==> config.mk <==
export PLATFORM = sky130hd
export DESIGN_NAME = bus_decoder
export DESIGN_NICKNAME = d
export VERILOG_FILES = /design/src/rtl/bus_decoder.sv
export SDC_FILE = /design/constraint.sdc
export NUM_CORES = 1
export LEC_CHECK = 0
export BUFFER_PORTS_ARGS = -buffer_cell sky130_fd_sc_hd__buf_4
export CORE_MARGIN = 3
export CORE_UTILIZATION = 46
export CTS_CLUSTER_SIZE = 10
export DETAILED_ROUTE_END_ITERATION = 7
export GPL_ROUTABILITY_DRIVEN = 0
export HOLD_SLACK_MARGIN = 0.08
export PLACE_DENSITY_LB_ADDON = 0.2
export REMOVE_ABC_BUFFERS = 1
export SLEW_MARGIN = 20
export SYNTH_ARGS = -nofsm -noshare
export SYNTH_HDL_FRONTEND = slang
export SYNTH_SLANG_ARGS = --single-unit
==> constraint.sdc <==
create_clock -name clk_i -period 2.5 [get_ports clk_i]
set_clock_uncertainty 0.2 [all_clocks]
set_input_delay 0.5 -clock clk_i [delete_from_list [all_inputs] [get_ports clk_i]]
set_output_delay 0.5 -clock clk_i [all_outputs]
set_load 0.01 [all_outputs]
==> src/rtl/bus_decoder.sv <==
// Registered address decoder and slave-select controller for the bexkat1 bus.
// Decodes master requests against base/mask regions, times out silent slaves, records the first fault.
module bus_decoder #(
  parameter int AW      = 32,
  parameter int NSLAVE  = 4,
  // Element i lives at bits [i*AW +: AW]: slave 0 is the low-memory region, slave 3 the top region.
  parameter logic [NSLAVE*AW-1:0] BASE = {32'hffc00000, 32'hfe000000, 32'h00800000, 32'h00000000},
  parameter logic [NSLAVE*AW-1:0] MASK = {32'hffc00000, 32'hffc00000, 32'hff800000, 32'hfff80000},
  parameter int TIMEOUT = 255
) (
  input  logic              clk_i,
  input  logic              rst_i,
  input  logic              cyc_i,
  input  logic              stb_i,
  input  logic [AW-1:0]     adr_i,
  output logic              ack_o,
  output logic              err_o,
  output logic [NSLAVE-1:0] sel_o,
  input  logic [NSLAVE-1:0] ack_i,
  output logic              fault_valid_o,
  output logic [AW-1:0]     fault_addr_o,
  output logic [1:0]        fault_code_o,
  input  logic              fault_clr_i
);

  localparam int            CW           = (TIMEOUT > 0) ? $clog2(TIMEOUT + 1) : 1;
  localparam bit            TO_EN        = (TIMEOUT > 0);
  localparam logic [CW-1:0] CNT_LAST     = CW'((TIMEOUT > 0) ? (TIMEOUT - 1) : 0);
  localparam logic [CW-1:0] CNT_MAX      = {CW{1'b1}};
  localparam logic [1:0]    CODE_NONE    = 2'b00;
  localparam logic [1:0]    CODE_DECODE  = 2'b01;
  localparam logic [1:0]    CODE_TIMEOUT = 2'b10;

  typedef enum logic [1:0] {
    IDLE   = 2'b00,
    ACTIVE = 2'b01,
    DONE   = 2'b10
  } state_t;

  // Lowest matching region wins; an all-zero result means the address is unmapped.
  function automatic logic [NSLAVE-1:0] decode_onehot(input logic [AW-1:0] adr);
    logic [NSLAVE-1:0] oh;
    logic              found;
    logic              hit;
    oh    = {NSLAVE{1'b0}};
    found = 1'b0;
    for (int i = 0; i < NSLAVE; i++) begin
      hit   = ((adr & MASK[i*AW +: AW]) == BASE[i*AW +: AW]);
      oh[i] = hit & ~found;
      found = found | hit;
    end
    return oh;
  endfunction

  state_t            state_r;
  state_t            state_nx_s;
  logic [NSLAVE-1:0] sel_r;
  logic [NSLAVE-1:0] sel_nx_s;
  logic              ack_r;
  logic              ack_nx_s;
  logic              err_r;
  logic              err_nx_s;
  logic [CW-1:0]     cnt_r;
  logic [CW-1:0]     cnt_nx_s;
  logic              fault_valid_r;
  logic [AW-1:0]     fault_addr_r;
  logic [1:0]        fault_code_r;
  logic              fault_ev_s;
  logic [1:0]        fault_code_ev_s;
  logic              capture_s;

  logic              req_s;
  logic [NSLAVE-1:0] hit_oh_s;
  logic              hit_s;
  logic              sel_ack_s;
  logic              to_hit_s;

  assign req_s     = cyc_i & stb_i;
  assign hit_oh_s  = decode_onehot(adr_i);
  assign hit_s     = |hit_oh_s;
  assign sel_ack_s = |(ack_i & sel_r);
  assign to_hit_s  = TO_EN && (cnt_r == CNT_LAST);
  // A fresh fault overrides a same-cycle clear so it is never lost.
  assign capture_s = fault_ev_s & (~fault_valid_r | fault_clr_i);

  // State register.
  always_ff @(posedge clk_i) begin
    if (rst_i) begin
      state_r <= IDLE;
    end else begin
      state_r <= state_nx_s;
    end
  end

  // Next-state logic.
  always_comb begin
    state_nx_s = state_r;
    case (state_r)
      IDLE: begin
        if (req_s) begin
          if (hit_s) begin
            state_nx_s = ACTIVE;
          end else begin
            state_nx_s = DONE;
          end
        end else begin
          state_nx_s = IDLE;
        end
      end
      ACTIVE: begin
        if (!cyc_i) begin
          state_nx_s = IDLE;
        end else if (sel_ack_s || to_hit_s) begin
          state_nx_s = DONE;
        end else begin
          state_nx_s = ACTIVE;
        end
      end
      DONE:    state_nx_s = IDLE;
      default: state_nx_s = IDLE;
    endcase
  end

  // Next values of the registered outputs, counter and fault event.
  always_comb begin
    sel_nx_s        = {NSLAVE{1'b0}};
    ack_nx_s        = 1'b0;
    err_nx_s        = 1'b0;
    cnt_nx_s        = {CW{1'b0}};
    fault_ev_s      = 1'b0;
    fault_code_ev_s = CODE_NONE;
    case (state_r)
      IDLE: begin
        if (req_s) begin
          if (hit_s) begin
            sel_nx_s = hit_oh_s;
          end else begin
            err_nx_s        = 1'b1;
            fault_ev_s      = 1'b1;
            fault_code_ev_s = CODE_DECODE;
          end
        end else begin
          sel_nx_s = {NSLAVE{1'b0}};
        end
      end
      ACTIVE: begin
        if (!cyc_i) begin
          sel_nx_s = {NSLAVE{1'b0}};
        end else if (sel_ack_s) begin
          ack_nx_s = 1'b1;
        end else if (to_hit_s) begin
          err_nx_s        = 1'b1;
          fault_ev_s      = 1'b1;
          fault_code_ev_s = CODE_TIMEOUT;
        end else begin
          sel_nx_s = sel_r;
          cnt_nx_s = (cnt_r == CNT_MAX) ? cnt_r : (cnt_r + {{(CW-1){1'b0}}, 1'b1});
        end
      end
      DONE: begin
        sel_nx_s = {NSLAVE{1'b0}};
      end
      default: begin
        sel_nx_s = {NSLAVE{1'b0}};
      end
    endcase
  end

  // Registered bus-side outputs and timeout counter.
  always_ff @(posedge clk_i) begin
    if (rst_i) begin
      sel_r <= {NSLAVE{1'b0}};
      ack_r <= 1'b0;
      err_r <= 1'b0;
      cnt_r <= {CW{1'b0}};
    end else begin
      sel_r <= sel_nx_s;
      ack_r <= ack_nx_s;
      err_r <= err_nx_s;
      cnt_r <= cnt_nx_s;
    end
  end

  // Fault record: holds the first fault until software clears it.
  always_ff @(posedge clk_i) begin
    if (rst_i) begin
      fault_valid_r <= 1'b0;
      fault_addr_r  <= {AW{1'b0}};
      fault_code_r  <= CODE_NONE;
    end else if (capture_s) begin
      fault_valid_r <= 1'b1;
      fault_addr_r  <= adr_i;
      fault_code_r  <= fault_code_ev_s;
    end else if (fault_clr_i) begin
      fault_valid_r <= 1'b0;
    end else begin
      fault_valid_r <= fault_valid_r;
    end
  end

  assign sel_o         = sel_r;
  assign ack_o         = ack_r;
  assign err_o         = err_r;
  assign fault_valid_o = fault_valid_r;
  assign fault_addr_o  = fault_addr_r;
  assign fault_code_o  = fault_code_r;

endmodule

==> flow_metrics.py, run 1 <==
metrics = {
    "sta": {
        "tightestPinTransition_ns": 0.382,
        "fin_tns_setup_ns": 0,
        "min_period_ns": 2.19,
        "rsz0062_at_grt": "no",
        "period_share_pct": 87.7,
        "hold_ws_ns": 0.198,
        "setup_ws_ns": 0.308,
        "maxSlewViolCount": 0,
        "relSlewSlack_pct": 74.5,
        "setup-violations-final": 0,
        "finalHoldViolCount": 0,
        "timing.fmax_mhz": 456,
    },
    "detailed_routing": {
        "drc_errors": 0,
        "vias": 1671,
        "drtIter0Drc": 119,
        "via_per_inst": 5.37,
        "wl_per_cell_um": 14.6,
        "wl_um": 4530,
        "first_pass_iters": 5,
        "ant_nets": 0,
    },
    "global_routing": {
        "busiest_layer": "met2",
        "grt_pass1_wl_um": 7560,
        "grt_use_met2_pct": 28.1,
        "antenna_found_initial": 0,
        "globalRouteMet3Util_pct": 8.24,
        "track_usage_pct": 18.6,
        "grt_use_met1_pct": 23.9,
        "grt_overflow": 0,
        "grt_max_degree": 33,
        "grt_pass1_vias": 1621,
    },
    "run": {
        "cap_violations": 0,
    },
    "min_path": {
        "hold_class": "in2reg",
    },
    "floorplan": {
        "die_x_um": 70.5,
        "start_util_pct": 50.1,
        "die_y_um": 70.5,
        "design.core.area_um2": 3830,
        "die_area_um2": 4970,
        "rows": 22,
        "pin_count": 82,
    },
    "finish": {
        "final_cell_area_um2": 2690,
        "insertedDiodeCount": 0,
        "syn_to_final_growth_pct": 40.2,
        "fillCellCount": 316,
        "drive_gt1_share_pct": 40.3,
        "nets": 305,
        "instances_no_fill": 311,
        "register_area_um2": 1020,
        "multi_input_area_um2": 816,
    },
    "pwr": {
        "p_comb_share_pct": 12.5,
        "leakage_uw": 0.00124,
        "pwr-share-clk_pct": 30.0,
        "sw_frac_of_total_pct": 23.1,
        "vdd_drop_max_v": 0.000418,
        "p_switching_uw": 345,
        "powerDensity_nw_per_um2": 556,
        "p_int_uw": 1150,
        "seqPwrFrac_pct": 57.4,
    },
    "clock_tree": {
        "cts_made_buffers": 5,
        "cts_setup_buffers": 0,
        "htreeDepth": 2,
        "path_clk_slew_ns": 0.09,
        "postCtsHoldBufs": 0,
        "cts-root-buf": "clkbuf_8",
        "cts_tree": "done",
        "cts_max_path_buffers": 2,
        "clock_sinks": 51,
        "cts_resized": 0,
        "insertion_delay_ns": 0.30,
    },
    "worst_setup_path": {
        "cp_cell_sequence": "buf_4 -> or4_1 -> a211oi_2 -> nor3_2 -> o211a_4 -> a22o_2",
        "worst-path-buf-inv": 1,
        "rr_endpoint": "cnt_r[1]$_SDFFE_PP0P_",
        "r2r-start": "sel_o[0]$_SDFFE_PP0P_",
        "reg2regPathDepth": 5,
        "cp_max_fo": 32,
        "cp_slowest_cell": "or4_1",
        "start_kind": "input pin",
        "critPathArrivalTime_ns": 2.19,
        "slowest_delay_ns": 0.56,
        "cp_num_cells": 6,
        "crit_required_ns": 2.50,
        "worst_setup_path_end_kind": "flip-flop",
        "endpoint": "fault_addr_o[1]$_SDFFE_PP0P_",
        "cp-startpoint": "adr_i[19]",
        "critical_path_class": "in2reg",
        "r2r_slack_ns": 0.46,
        "critPathTopFamily": "compound AO/OA/AOI/OAI gates",
    },
    "placement": {
        "placed_area_um2": 2600,
        "dp_hpwl_um": 3390,
        "dp_slack_ns": -0.0420,
        "place.port_buffers": 81,
        "dp.cells": 303,
    },
    "logic_synthesis": {
        "syn_area_per_cell_um2": 11.1,
        "async_flop_share_pct": 0,
        "synth_top_cell_by_area": "dfxtp_1",
        "synth_common_cells": "dfxtp_1 (51), a22o_1 (35), nor2_1 (9)",
        "yosysUniqueCellTypes": 39,
        "synth_flop_cell": "dfxtp_1",
        "ys_ff_latch": 51,
        "synth_most_common_cell": "dfxtp_1",
        "synth_area_um2": 1920,
        "syn-instance-count": 173,
        "synth_area_leaders": "dfxtp_1 (53%), a22o_1 (16%), a21oi_1 (2.1%)",
        "yosysTopAreaCellShare_pct": 53.3,
        "synth_warnings": 0,
        "synth_edf_count": 0,
        "yosysSeqAreaShare_pct": 53.3,
    },
    "run_status": {
        "status": "complete, no violations",
    },
}
-- routing by layer --
metal  routed length [um]  part of all wire (%)
met1                 1950                    43
met2                 2120                    47
met3                  403                   8.9
met4                   55                   1.2
met5                    0                     0
-- worst register-to-register path, stage by stage, from the launching register on --
cell and delay, ns:
dfxtp_1 0.34, a22o_1 0.22, a221oi_2 0.32, o21ai_1 0.20
or3_1 0.50, a211oi_1 0.20
-- worst min path at each step --
stage	cells after the start	from	end
after global placement	2	fault_code_o[1]$_SDFFE_PP0P_	fault_code_o[1]$_SDFFE_PP0P_
after global routing	2	adr_i[11]	fault_addr_o[11]$_SDFFE_PP0P_
final	2	adr_i[8]	fault_addr_o[8]$_SDFFE_PP0P_
after floorplan	1	state_r[1]$_SDFF_PP0_	state_r[0]$_SDFF_PP0_
after CTS	2	adr_i[8]	fault_addr_o[8]$_SDFFE_PP0P_
after detailed placement	1	fault_addr_o[26]$_SDFFE_PP0P_	fault_addr_o[26]$_SDFFE_PP0P_
-- kinds of logic after synthesis --
kind of cell | synth area share (%)
AO/OA/AOI/OAI | 24.6
buffers and inverters | 4.11
adder cells (fa/ha/maj) | 1.31
flip-flops | 53.3
XOR/XNOR | 2.29
AND/OR/NAND/NOR | 14.4
-- power groups by stage --
stage               registers, uW  logic, uW  clock network, uW
floorplan                     888       49.4                  0
global placement              876        185                  0
detailed placement            876        190                  0
CTS                           858        190                464
global route                  861        203                495
finish                        858        187                448
-- cell type report --
| cell class | instances | area share [%] |
|---|---|---|
| Clock inverter | 1 | 0.186 |
| Clock buffer | 7 | 2.84 |
| Multi-Input combinational cell | 110 | 30.4 |
| Inverter | 3 | 0.419 |
| Tap cell | 48 | 2.24 |
| Timing Repair Buffer | 91 | 25.9 |
| Sequential cell | 51 | 38.0 |
-- per-stage QoR --
stage	power [uW]	util [%]
after floorplan	937	-
after global placement	1060	68.1
after detailed placement	1070	68.1
after CTS	1510	70.2
after global routing	1560	70.2
final	1490	70.2
-- state kept, by name (all words and copies together), names as in the netlist --
signal	flops
fault_addr_o	32
sel_o	4
fault_valid_o	1
state_r	2
cnt_r	8
ack_o	1
err_o	1
fault_code_o	2
-- placed cells by master (no fill, tap or decap), drive strengths merged, types with 3 or more instances in the layout --
cell    Yosys  final
a21oi       8      8
a22o       37     37
and3        6      6
buf         6     91
clkbuf      3      7
dfxtp      51     51
inv         3      3
nand2       3      3
nand3       4      4
nor2       10     10
nor3        8      8
o211a       3      3
o21ai       3      3
or4         3      3
xnor2       3      3
Note: power is estimated with default switching activity, not from simulation.
==> inputs of run 2 (changes only) <==
--- a/config.mk
+++ b/config.mk
@@ -6,8 +6,8 @@
 export NUM_CORES = 1
 export LEC_CHECK = 0
 export BUFFER_PORTS_ARGS = -buffer_cell sky130_fd_sc_hd__buf_4
-export CORE_MARGIN = 3
-export CORE_UTILIZATION = 46
+export CORE_MARGIN = 5
+export CORE_UTILIZATION = 42
 export CTS_CLUSTER_SIZE = 10
 export DETAILED_ROUTE_END_ITERATION = 7
 export GPL_ROUTABILITY_DRIVEN = 0
==> run 2 against run 1 <==
Against the previous run: maximum frequency shrank 1.9%; critical path type unchanged; wire length shrank 0.55%; register-to-register slack lost 0.02 ns; hold slack gained 0.0042 ns; sequential power is essentially flat; largest power group unchanged; non-clock buffer count shrank 5; combinational power shrank 2%; critical path depth is the same; die area grew 21%; final cell count shrank 0.64%.
==> flow_metrics.py, run 2 (synthesis gave the netlist of run 1 again) <==
metrics = {
    "floorplan": {
        "pin_count": 82,
        "design.core.area_um2": 4380,
        "rows": 24,
        "start_util_pct": 43.7,
        "die_area_um2": 6010,
        "die_y_um": 77.5,
        "die_x_um": 77.5,
    },
    "sta": {
        "setup-violations-final": 0,
        "fin_tns_setup_ns": 0,
        "relSlewSlack_pct": 70.0,
        "rsz0062_at_grt": "no",
        "period_share_pct": 89.4,
        "hold_ws_ns": 0.202,
        "min_period_ns": 2.24,
        "timing.fmax_mhz": 447,
        "tightestPinTransition_ns": 0.446,
        "finalHoldViolCount": 0,
        "setup_ws_ns": 0.265,
        "maxSlewViolCount": 0,
    },
    "clock_tree": {
        "postCtsHoldBufs": 0,
        "cts_max_path_buffers": 2,
        "insertion_delay_ns": 0.30,
        "path_clk_slew_ns": 0.09,
        "cts-root-buf": "clkbuf_8",
        "cts_setup_buffers": 0,
        "cts_made_buffers": 5,
        "cts_resized": 0,
        "clock_sinks": 51,
        "cts_tree": "done",
        "htreeDepth": 2,
    },
    "global_routing": {
        "grt_max_degree": 33,
        "grt_pass1_wl_um": 7320,
        "grt_pass1_vias": 1581,
        "track_usage_pct": 14.8,
        "antenna_found_initial": 0,
        "grt_overflow": 0,
    },
    "worst_setup_path": {
        "r2r_slack_ns": 0.44,
        "crit_required_ns": 2.50,
        "worst_setup_path_end_kind": "flip-flop",
        "critPathArrivalTime_ns": 2.24,
        "reg2regPathDepth": 5,
        "start_kind": "input pin",
        "critical_path_class": "in2reg",
        "cp_max_fo": 32,
        "r2r-start": "sel_o[0]$_SDFFE_PP0P_",
        "rr_endpoint": "cnt_r[1]$_SDFFE_PP0P_",
    },
    "finish": {
        "largest_reg_flops": 32,
        "drive_gt1_share_pct": 39.7,
        "mostFrequentLayoutCells": "buf_4 (85), dfxtp_1 (51), a22o_1 (35)",
        "nets": 300,
        "insertedDiodeCount": 0,
        "fillCellCount": 388,
        "final_common_cell": "buf_4",
        "final_cell_area_um2": 2680,
        "syn_to_final_growth_pct": 39.8,
        "instances_no_fill": 309,
    },
    "min_path": {
        "hold_class": "in2reg",
        "hold_path_depth": 2,
        "min_to": "fault_addr_o[7]$_SDFFE_PP0P_",
        "hold_start": "adr_i[7]",
    },
    "placement": {
        "place.port_buffers": 81,
        "dp_slack_ns": -0.0660,
        "dp_hpwl_um": 3450,
        "placed_area_um2": 2570,
        "dp.cells": 302,
    },
    "detailed_routing": {
        "drtIter0Drc": 85,
        "via_per_inst": 5.23,
        "drt-met1-wl_um": 2000,
        "wl_um": 4510,
        "top_layer": "met4",
        "met3_length_um": 469,
        "first_pass_iters": 4,
        "drc_errors": 0,
        "vias": 1616,
        "wl_met2_um": 1980,
        "wl_per_cell_um": 14.6,
        "ant_nets": 0,
    },
    "pwr": {
        "powerDensity_nw_per_um2": 594,
        "leakage_uw": 0.00123,
        "vdd_drop_max_v": 0.000357,
    },
    "run_status": {
        "status": "complete, no violations",
    },
    "run": {
        "cap_violations": 0,
    },
}
==> run 2: worst max path at each step <==
| stage | startpoint | end | slack, ns |
|---|---|---|---|
| 2_1_floorplan | adr_i[19] | fault_addr_o[0]$_SDFFE_PP0P_ | -0.17 |
| 3_3_place_gp | adr_i[19] | fault_addr_o[0]$_SDFFE_PP0P_ | -0.04 |
| 3_5_place_dp | adr_i[19] | fault_addr_o[0]$_SDFFE_PP0P_ | -0.07 |
| 4_1_cts | adr_i[19] | fault_addr_o[0]$_SDFFE_PP0P_ | 0.26 |
| 5_1_grt | sel_o[0]$_SDFFE_PP0P_ | cnt_r[1]$_SDFFE_PP0P_ | 0.19 |
| 6_report | adr_i[19] | fault_addr_o[0]$_SDFFE_PP0P_ | 0.26 |
==> run 2: final cells by class <==
class	count	area (um^2)	share of cell area, %
well taps	52	65.1	2.43
inverters	3	11.3	0.421
multi-input cells	110	816	30.5
clock buffers	5	68.8	2.57
flip-flops and latches	51	1020	38.1
repair buffers	86	658	24.6
clock inverters	2	37.5	1.40
==> run 2: per-stage QoR <==
stage                     utilization, %  total power [uW]
after CTS                           61.1              1610
after floorplan                        -               937
after detailed placement            58.6              1060
final                               61.1              1590
after global placement              58.6              1060
after global routing                61.1              1660
==> run 2: routing by layer <==
| metal | up-vias | GRT usage, % |
|---|---|---|
| li1 | 821 | - |
| met1 | 731 | 18.4 |
| met2 | 58 | 22.6 |
| met3 | 6 | 7.41 |
| met4 | 0 | 4.64 |
| met5 | - | 0 |
==> run 2: worst max-delay path: stages <==
cell	delay (ns)
buf_4	0.11
or4_1	0.56
a211oi_2	0.34
nor3_2	0.10
o211a_4	0.38
a22o_2	0.24
==> run 2: where the power goes <==
part / switching [uW] / internal, uW
clock: 256 / 293
combinational: 75.7 / 107
sequential: 16.6 / 841
